<file path="config.mk">
export PLATFORM = sky130hd
export DESIGN_NAME = gaussian_stream_ctrl_flat
export DESIGN_NICKNAME = d
export VERILOG_FILES = /design/src/rtl/gaussian_stream_ctrl_if.sv /design/src/rtl/gaussian_stream_ctrl.sv /design/src/flat_wrapper.sv
export SDC_FILE = /design/constraint.sdc
export NUM_CORES = 1
export LEC_CHECK = 0
export ABC_AREA = 1
export ABC_CLOCK_PERIOD_IN_PS = 5500
export BUFFER_PORTS_ARGS = -buffer_cell sky130_fd_sc_hd__buf_2
export CAP_MARGIN = 20
export CORE_MARGIN = 2
export CORE_UTILIZATION = 50
export CTS_CLUSTER_DIAMETER = 60
export DETAILED_ROUTE_END_ITERATION = 8
export PLACE_DENSITY = 0.78
export SYNTH_ARGS = -nofsm -noshare
export SYNTH_HDL_FRONTEND = slang
export SYNTH_SLANG_ARGS = --single-unit
</file>
<file path="constraint.sdc">
create_clock -name clk -period 5.5 [get_ports clk]
set_clock_uncertainty 0.05 [all_clocks]
set_input_delay 0.825 -clock clk [delete_from_list [all_inputs] [get_ports clk]]
set_output_delay 0.825 -clock clk [all_outputs]
set_load 0.02 [all_outputs]
</file>
<file path="src/rtl/gaussian_stream_ctrl_if.sv">
// Control/status bundle between a frame sequencer (master) and the
// Gaussian stencil stream controller (slave).
interface gaussian_stream_ctrl_if;
    logic        flush;
    logic        start;
    logic        stall;
    logic        read_en;
    logic        pipe_en;
    logic        write_valid;
    logic [15:0] row;
    logic [15:0] col;
    logic [31:0] out_count;
    logic        busy;
    logic        done;

    modport master (
        output flush, start, stall,
        input  read_en, pipe_en, write_valid, row, col, out_count, busy, done
    );

    modport slave (
        input  flush, start, stall,
        output read_en, pipe_en, write_valid, row, col, out_count, busy, done
    );
endinterface

</file>
<file path="src/rtl/gaussian_stream_ctrl.sv">
// Frame sequencer for a KSIZE x KSIZE stencil datapath: raster-scans the image,
// tracks which reads produce a valid output word and drains the pipeline.
module gaussian_stream_ctrl #(
    parameter int IMG_W   = 64,
    parameter int IMG_H   = 64,
    parameter int KSIZE   = 3,
    parameter int LATENCY = 4
) (
    input  logic                         clk,
    input  logic                         rst_n,
    gaussian_stream_ctrl_if.slave        bus
);

    localparam int DW = (LATENCY > 1) ? $clog2(LATENCY) : 1;
    localparam logic [15:0]   LAST_ROW   = 16'(IMG_H - 1);
    localparam logic [15:0]   LAST_COL   = 16'(IMG_W - 1);
    localparam logic [15:0]   EDGE       = 16'(KSIZE - 1);
    localparam logic [DW-1:0] DRAIN_LAST = DW'(LATENCY - 1);

    typedef enum logic [1:0] {
        ST_IDLE  = 2'd0,
        ST_RUN   = 2'd1,
        ST_DRAIN = 2'd2,
        ST_DONE  = 2'd3
    } state_t;

    state_t               state_r;
    state_t               state_s;
    logic [15:0]          row_r;
    logic [15:0]          col_r;
    logic [31:0]          out_count_r;
    logic [DW-1:0]        drain_cnt_r;
    logic [LATENCY-1:0]   dly_r;
    logic [LATENCY:0]     dly_ext_s;
    logic                 interior_s;
    logic                 last_pix_s;
    logic                 enter_run_s;
    logic                 read_en_s;
    logic                 pipe_en_s;
    logic                 write_valid_s;
    logic                 busy_s;
    logic                 done_s;

    assign last_pix_s  = (row_r == LAST_ROW) && (col_r == LAST_COL);
    assign interior_s  = (row_r >= EDGE) && (col_r >= EDGE);
    assign enter_run_s = (state_r == ST_IDLE) && bus.start && !bus.flush;
    // Non-read advance cycles push a bubble so drained words never look valid.
    assign dly_ext_s   = {dly_r, (read_en_s & interior_s)};

    // State register.
    always_ff @(posedge clk or negedge rst_n) begin
        if (!rst_n) begin
            state_r <= ST_IDLE;
        end else begin
            state_r <= state_s;
        end
    end

    // Next-state logic; flush overrides every transition including start.
    always_comb begin
        state_s = state_r;
        if (bus.flush) begin
            state_s = ST_IDLE;
        end else begin
            case (state_r)
                ST_IDLE: begin
                    if (bus.start) state_s = ST_RUN;
                    else           state_s = ST_IDLE;
                end
                ST_RUN: begin
                    if (read_en_s && last_pix_s) state_s = ST_DRAIN;
                    else                         state_s = ST_RUN;
                end
                ST_DRAIN: begin
                    if (!bus.stall && (drain_cnt_r == DRAIN_LAST)) state_s = ST_DONE;
                    else                                           state_s = ST_DRAIN;
                end
                ST_DONE:  state_s = ST_IDLE;
                default:  state_s = ST_IDLE;
            endcase
        end
    end

    // Output decode from the current state and the live stall request.
    always_comb begin
        read_en_s     = 1'b0;
        pipe_en_s     = 1'b0;
        busy_s        = 1'b0;
        done_s        = 1'b0;
        case (state_r)
            ST_IDLE:  busy_s = 1'b0;
            ST_RUN: begin
                busy_s    = 1'b1;
                read_en_s = !bus.stall;
                pipe_en_s = !bus.stall;
            end
            ST_DRAIN: begin
                busy_s    = 1'b1;
                pipe_en_s = !bus.stall;
            end
            ST_DONE:  done_s = 1'b1;
            default:  busy_s = 1'b0;
        endcase
        if (pipe_en_s) write_valid_s = dly_r[LATENCY-1];
        else           write_valid_s = 1'b0;
    end

    // Scan counters, output counter, drain counter and validity delay line.
    always_ff @(posedge clk or negedge rst_n) begin
        if (!rst_n) begin
            row_r       <= 16'd0;
            col_r       <= 16'd0;
            out_count_r <= 32'd0;
            drain_cnt_r <= '0;
            dly_r       <= '0;
        end else if (bus.flush) begin
            row_r       <= 16'd0;
            col_r       <= 16'd0;
            out_count_r <= 32'd0;
            drain_cnt_r <= '0;
            dly_r       <= '0;
        end else if (enter_run_s) begin
            row_r       <= 16'd0;
            col_r       <= 16'd0;
            out_count_r <= 32'd0;
            drain_cnt_r <= '0;
        end else begin
            // The last pixel leaves row/col parked until the next start.
            if (read_en_s && !last_pix_s) begin
                if (col_r == LAST_COL) begin
                    col_r <= 16'd0;
                    row_r <= row_r + 16'd1;
                end else begin
                    col_r <= col_r + 16'd1;
                end
            end
            if (write_valid_s) out_count_r <= out_count_r + 32'd1;
            if ((state_r == ST_DRAIN) && !bus.stall) drain_cnt_r <= drain_cnt_r + DW'(1);
            if (pipe_en_s) dly_r <= dly_ext_s[LATENCY-1:0];
        end
    end

    assign bus.read_en     = read_en_s;
    assign bus.pipe_en     = pipe_en_s;
    assign bus.write_valid = write_valid_s;
    assign bus.busy        = busy_s;
    assign bus.done        = done_s;
    assign bus.row         = row_r;
    assign bus.col         = col_r;
    assign bus.out_count   = out_count_r;

endmodule

</file>
<file path="src/flat_wrapper.sv">
// flat-port wrapper written by rule: the top's interface ports become plain ports
module gaussian_stream_ctrl_flat 
#(
    parameter int IMG_W   = 64,
    parameter int IMG_H   = 64,
    parameter int KSIZE   = 3,
    parameter int LATENCY = 4
)
  (clk, rst_n, bus_flush, bus_start, bus_stall, bus_read_en, bus_pipe_en, bus_write_valid, bus_row, bus_col, bus_out_count, bus_busy, bus_done);
  gaussian_stream_ctrl_if bus_i ();
  input  logic clk;
  input  logic rst_n;
  input wire logic [$bits(bus_i.flush)-1:0] bus_flush;
  input wire logic [$bits(bus_i.start)-1:0] bus_start;
  input wire logic [$bits(bus_i.stall)-1:0] bus_stall;
  output wire logic [$bits(bus_i.read_en)-1:0] bus_read_en;
  output wire logic [$bits(bus_i.pipe_en)-1:0] bus_pipe_en;
  output wire logic [$bits(bus_i.write_valid)-1:0] bus_write_valid;
  output wire logic [$bits(bus_i.row)-1:0] bus_row;
  output wire logic [$bits(bus_i.col)-1:0] bus_col;
  output wire logic [$bits(bus_i.out_count)-1:0] bus_out_count;
  output wire logic [$bits(bus_i.busy)-1:0] bus_busy;
  output wire logic [$bits(bus_i.done)-1:0] bus_done;
  assign bus_i.flush = bus_flush;
  assign bus_i.start = bus_start;
  assign bus_i.stall = bus_stall;
  assign bus_read_en = bus_i.read_en;
  assign bus_pipe_en = bus_i.pipe_en;
  assign bus_write_valid = bus_i.write_valid;
  assign bus_row = bus_i.row;
  assign bus_col = bus_i.col;
  assign bus_out_count = bus_i.out_count;
  assign bus_busy = bus_i.busy;
  assign bus_done = bus_i.done;
  gaussian_stream_ctrl #(.IMG_W(IMG_W), .IMG_H(IMG_H), .KSIZE(KSIZE), .LATENCY(LATENCY)) u_core (.clk(clk), .rst_n(rst_n), .bus(bus_i));
endmodule
</file>
Word level (Yosys, flattened, before mapping)
Cells that the tools add are included.
W data, S select, Z words.
{"block": "op_classes", "shifts": 0, "n_div": 0, "n_eq_ne": 7, "multipliers": 0, "n_bitwise": 1, "n_reduce_logical": 20, "add_sub_neg": 4, "magnitude_cmp": 2, "n_mux": 27}
{"op": "$mux W16", "count": 8}
{"op": "$mux W32", "count": 3}
{"op": "$add A16 B1 Y16 const B", "count": 2}
{"op": "$add A32 B1 Y32 const B", "count": 1}
{"op": "$eq A16 B6 Y1 const B", "count": 2}
{"op": "$ge A16 B2 Y1 const B", "count": 2}
{"op": "$mux W4", "count": 3}
{"op": "$reduce_bool A3 Y1", "count": 4}
{"op": "$mux W2", "count": 5}
{"op": "$logic_and A1 B1 Y1", "count": 8}
{"op": "$pmux W2 S4", "count": 1}
{"op": "$mux W1", "count": 7}
{"op": "$eq A2 B2 Y1 const B", "count": 3}
{"op": "$reduce_and A2 Y1", "count": 2}
{"op": "$logic_not A1 Y1", "count": 3}
{"op": "$add A2 B1 Y2 const B", "count": 1}
{"op": "$eq A2 B1 Y1 const B", "count": 1}
{"op": "$logic_not A2 Y1", "count": 1}
{"op": "$ne A2 B2 Y1 const B", "count": 1}
{"op": "$reduce_bool A2 Y1", "count": 1}
{"op": "$reduce_or A2 Y1", "count": 1}
{"op": "$and A1 B1 Y1", "count": 1}
{"block": "word_totals", "latch_bits": 0, "mem_count": 0, "ff_bits": 72, "ram_bits": 0, "rom_bits": 0, "word_cells": 67}

Depth between registers and ports, before layout
{"block": "depth", "depth_word": 7, "ltp_mapped": 12, "ltp_nobuf": 12}

Worst setup path before layout
OpenSTA, ideal clock, no wires.
{"block": "synth_timing", "kind": "reg2out", "start": "register u_core.state_r[0]", "end": "output port bus_write_valid", "stages_incl_launch_ff": 7, "setup_slack_ps": 3068, "n_path_buf": 0, "t_arrival_ps": 1557, "path_cell_list": "dfrtp_1 > inv_1 > ha_1 > inv_1 > nor2_2 > nand2_1 > clkinv_1"}
{"block": "synth_between", "elab_chain_cells": 4, "elab_cells_between_ends": 5, "cone_classes": "eq/ne: 2; mux: 2; reduce/logical: 1"}
{"element": "from (decl)", "line": "gaussian_stream_ctrl.sv:27", "text": "state_t state_r;"}
{"element": "from (signal assigned)", "line": "gaussian_stream_ctrl.sv:55", "text": "state_r <= state_s;"}
{"element": "$eq A2 B1 Y1 / $eq A2 B2 Y1 (equally long branches)", "line": "gaussian_stream_ctrl.sv:90", "text": "case (state_r)"}
{"element": "$reduce_or A2 Y1 (no line) (*)"}
{"element": "$mux W1 (*)"}
{"element": "net bus_pipe_en", "line": "flat_wrapper.sv:17", "text": "output wire logic [$bits(bus_i.pipe_en)-1:0] bus_pipe_en;"}
{"element": "$mux W1 (*)", "line": "gaussian_stream_ctrl.sv:104", "text": "if (pipe_en_s) write_valid_s = dly_r[LATENCY-1];"}
{"element": "to (decl)", "line": "flat_wrapper.sv:18", "text": "output wire logic [$bits(bus_i.write_valid)-1:0] bus_write_valid;"}
Mark *: on every way through the listed nets, which the timed path passes. The rest lies on a longest branch.

Worst setup path in the final report
{"block": "layout_timing", "start": "register u_core.state_r[0]", "end": "output port bus_write_valid"}
{"block": "layout_between", "elab_chain_cells": 4, "elab_cells_between_ends": 5, "cone_classes": "eq/ne: 2; mux: 2; reduce/logical: 1"}
{"element": "$eq A2 B1 Y1 / $eq A2 B2 Y1 (equally long branches)", "line": "gaussian_stream_ctrl.sv:90"}
{"element": "$reduce_or A2 Y1 (no line) (*)"}
{"element": "$mux W1 (*)"}
{"element": "$mux W1 (*)", "line": "gaussian_stream_ctrl.sv:104"}
Mark *: on every way between the ends. The rest lies on a longest branch, timed or not.

==> run_results.csv <==
group,metric,value,unit
global_route,maximum_number_of_pins_on_one_net_before_global_route_repair,47,
logic_synthesis,synth-async-reset-ratio,1.00,
status,result_of_the_run,"completed",
logic_synthesis,yosys.area.top_type,"dfrtp_1",
critical_path,crit_path_start_kind,"register",
global_route,globalRoute.totalOverflow,0,
global_route,grtUsageMet2,0.410,
route,route.detailed.drc,0,
clock_tree,cts_root_buffer,"clkbuf_8",
logic_synthesis,netlist_area,4830,um^2
power_and_ir_drop,ir_worst_vdd,0.000129,V
floorplanning,core-area,9280,um^2
sta,hold_viol_final,0,
route,route.detailed.wl_per_inst,13.6,um
clock_tree,clock_latency_of_the_later_clocked_register_in_the_worst_skew_pair,0.36,ns
clock_tree,clock_tree.buffer_depth,2,
finish,antenna_cells,0,
logic_synthesis,ys_seq_area_frac,0.373,
power_and_ir_drop,power_frac_seq,0.518,
critical_path,worstSetupStartpoint,"u_core.state_r[0]",
critical_path,critical-path-max-stage-delay,0.41,ns
sta,fin_hold_ws,0.438,ns
clock_tree,cts.htree.levels,3,
critical_path,worst_setup_path_end_kind,"output port",
clock_tree,cts.repair.resized,0,
logic_synthesis,synthDistinctLibCells,36,
route,via_per_inst,5.35,
route,detailedRoute.firstIterationViolations,399,
floorplanning,io_pins,74,
route,postRouteAntennaNets,0,
finish,layout.cells.most_common,"nand2_1",
global_route,grt_util_all_layers,0.255,
floorplanning,fp.dieW,102,um
power_and_ir_drop,switching_power,0.297,mW
logic_synthesis,synth_warnings,0,
clock_tree,path_clk_slew,0.08,ns
hold_path,hold_path.class,"input pin to asynchronous set/reset pin",
logic_synthesis,synth_enable_flop_cells,0,
place,dp_hpwl,9.33,mm
floorplanning,start_util,0.520,
clock_tree,post_cts.repair.setup_buffers,0,
finish,fillCellCount,881,
floorplanning,floorplan.die.height,102,um
power_and_ir_drop,cellInternalPower,0.742,mW
sta,post_route_setup_tns,0,ns
route,detailroute.via_count,4964,
global_route,grt_most_used_layer,"met2",
logic_synthesis,yosys_register_bits,72,
power_and_ir_drop,power_density,190,nW/um^2
critical_path,r2r_start,"u_core.state_r[0]",
global_route,met1_usage,0.349,
critical_path,category_of_the_critical_setup_timing_path,"register to output port",
global_route,grt_antenna_before_repair,0,
clock_tree,cts_num_sinks,72,
finish,area.growth.synth_to_final,13.1,%
sta,slew_violations,0,
power_and_ir_drop,power.static_leakage,2.80,nW
critical_path,slowest_stage,"dfrtp_1",
sta,timing.final.setup_violations,0,
critical_path,critical_path_fanout_max,8,
global_route,via_count_of_the_first_global_routing_pass,4543,
sta,grt_setup_unrepaired,"false",
critical_path,critPathRequiredTime,4.62,ns
sta,min_period,3.04,ns
finish,final_net_count,811,
sta,worst_slew_pin_slew,0.809,ns
place,finalWeightedCongestion,0.902,
sta,max-slew-margin-rel,0.460,
clock_tree,cts_made_buffers,9,
flow_run,number_of_maximum_capacitance_violations,0,
sta,layout_worst_path_cycle_share,0.553,
clock_tree,tritoncts,"built",
place,io_buffer_count,73,
critical_path,critical_path_arrival,2.17,ns
floorplanning,die_area,10500,um^2
logic_synthesis,number_of_nets_produced_by_synthesis,742,
critical_path,crit_chain,"inv_1 > ha_1 > inv_1 > nor2_2 > nand2_1 > clkinv_1 > buf_2",
power_and_ir_drop,combinationalPowerShare,0.110,
logic_synthesis,dominantRegCellSynth,"dfrtp_1",
logic_synthesis,post_synth_main_area_contributors,"dfrtp_1 (37%), nand2_1 (17%), nor2_1 (8.9%)",
power_and_ir_drop,switching_share_of_total_power,0.286,
logic_synthesis,synth_area_per_cell,6.65,um^2
clock_tree,cts-hold-fix-buffers,0,
global_route,globalRouteMet3Util,0.0356,
power_and_ir_drop,power.clock.fraction,0.372,
critical_path,crit_path_frequent_cell,"inv_1",
logic_synthesis,synthCells,726,
route,detailedRoute.firstPassIterationCount,4,
finish,layout_common_cells,"nand2_1 (224), nor2_1 (114), inv_1 (80), buf_2 (73), dfrtp_1 (72)",
floorplanning,placement_rows,35,
sta,max_freq,0.329,GHz
route,finalWirelength,12.6,mm
global_route,grt_pass1_wl,21.1,mm
logic_synthesis,synthDominantCellAreaShare,0.373,
finish,final_layout_size_suffix_gt1_frac,0.141,
[critical path: cells and delay by family (launching register included)]
family                   cells  cell delay, ns
AND/OR/NAND/NOR              2            0.27
adder cells (fa/ha/maj)      1            0.32
flip-flops                   1            0.41
buffers and inverters        4            0.80
[layer usage]
metal / vias to the layer above / wire (um) / share of wire
met1: 2313 / 5660 / 0.45
met2: 164 / 6000 / 0.47
li1: 2460 / - / -
met4: 0 / 303 / 0.024
met3: 27 / 680 / 0.054
met5: - / 0 / 0
[power by group through the flow]
stage          clock network (mW)  registers, mW  logic (mW)
2_1_floorplan                   0          0.548      0.0815
3_3_place_gp                    0          0.548       0.112
3_5_place_dp                    0          0.549       0.115
5_1_grt                     0.418          0.539       0.128
6_report                    0.386          0.538       0.114
4_1_cts                     0.393          0.538       0.115
[metrics by stage]
step | instances | instance area (um^2) | setup WS (ns) | utilization | power [mW]
floorplan | 726 | 4830 | 3.07 | - | 0.630
global placement | 913 | 5290 | 2.39 | 0.569 | 0.660
detailed placement | 913 | 5290 | 2.32 | 0.569 | 0.664
CTS | 928 | 5460 | 2.49 | 0.588 | 1.05
global route | 928 | 5460 | 2.28 | 0.588 | 1.08
finish | 928 | 5460 | 2.46 | 0.588 | 1.04
[synth_stat cells, types with 2 or more instances]
cell type    n
xnor2_1      2
xor2_1       5
or2_2        6
clkinv_1     3
buf_2        4
nor2_1     114
o21ai_0     20
nand2_4      5
nand2_1    224
nand4_1     26
dfrtp_1     72
o21bai_1     2
nor2_4       4
nand3_1     67
a21oi_1     20
a31oi_1      3
nand2_2      2
nor4_1       6
nor2_2       4
nor3_1      14
clkbuf_1    11
inv_1       80
o21ai_1      9
ha_1        11
[cell families after synthesis]
group | synth area share
compound gates | 0.0666
xor+xnor | 0.0127
fa+ha+maj | 0.0285
buf+inv | 0.0803
flops | 0.373
simple gates | 0.439
[state kept, by name (all words and copies together) (netlist names)]
signal	cells
u_core.bus.row	16
u_core.dly_r	4
u_core.bus.col	16
u_core.drain_cnt_r	2
u_core.bus.out_count	32
u_core.state_r	2
[final timing paths]
kind | to | slack (ns) | cells past startpoint
min | u_core.bus.col[8] | 0.44 | 1
max in group asynchronous | u_core.bus.out_count[25] | 3.92 | 2
min reg2reg | u_core.dly_r[0] | 0.47 | 2
min in group clk | u_core.dly_r[0] | 0.47 | 2
max | bus_write_valid | 2.46 | 7
max reg2reg | u_core.bus.out_count[17] | 2.54 | 12
[area by class of cell]
cell class	instances	area [um^2]	area share
Clock buffer	12	155	0.0284
Inverter	83	312	0.0571
Sequential cell	72	1800	0.330
Timing Repair Buffer	74	373	0.0683
Multi-Input combinational cell	555	2640	0.483
Tap cell	129	161	0.0296
Clock inverter	3	17.5	0.00321
Note: power is estimated with default switching activity, not from simulation.
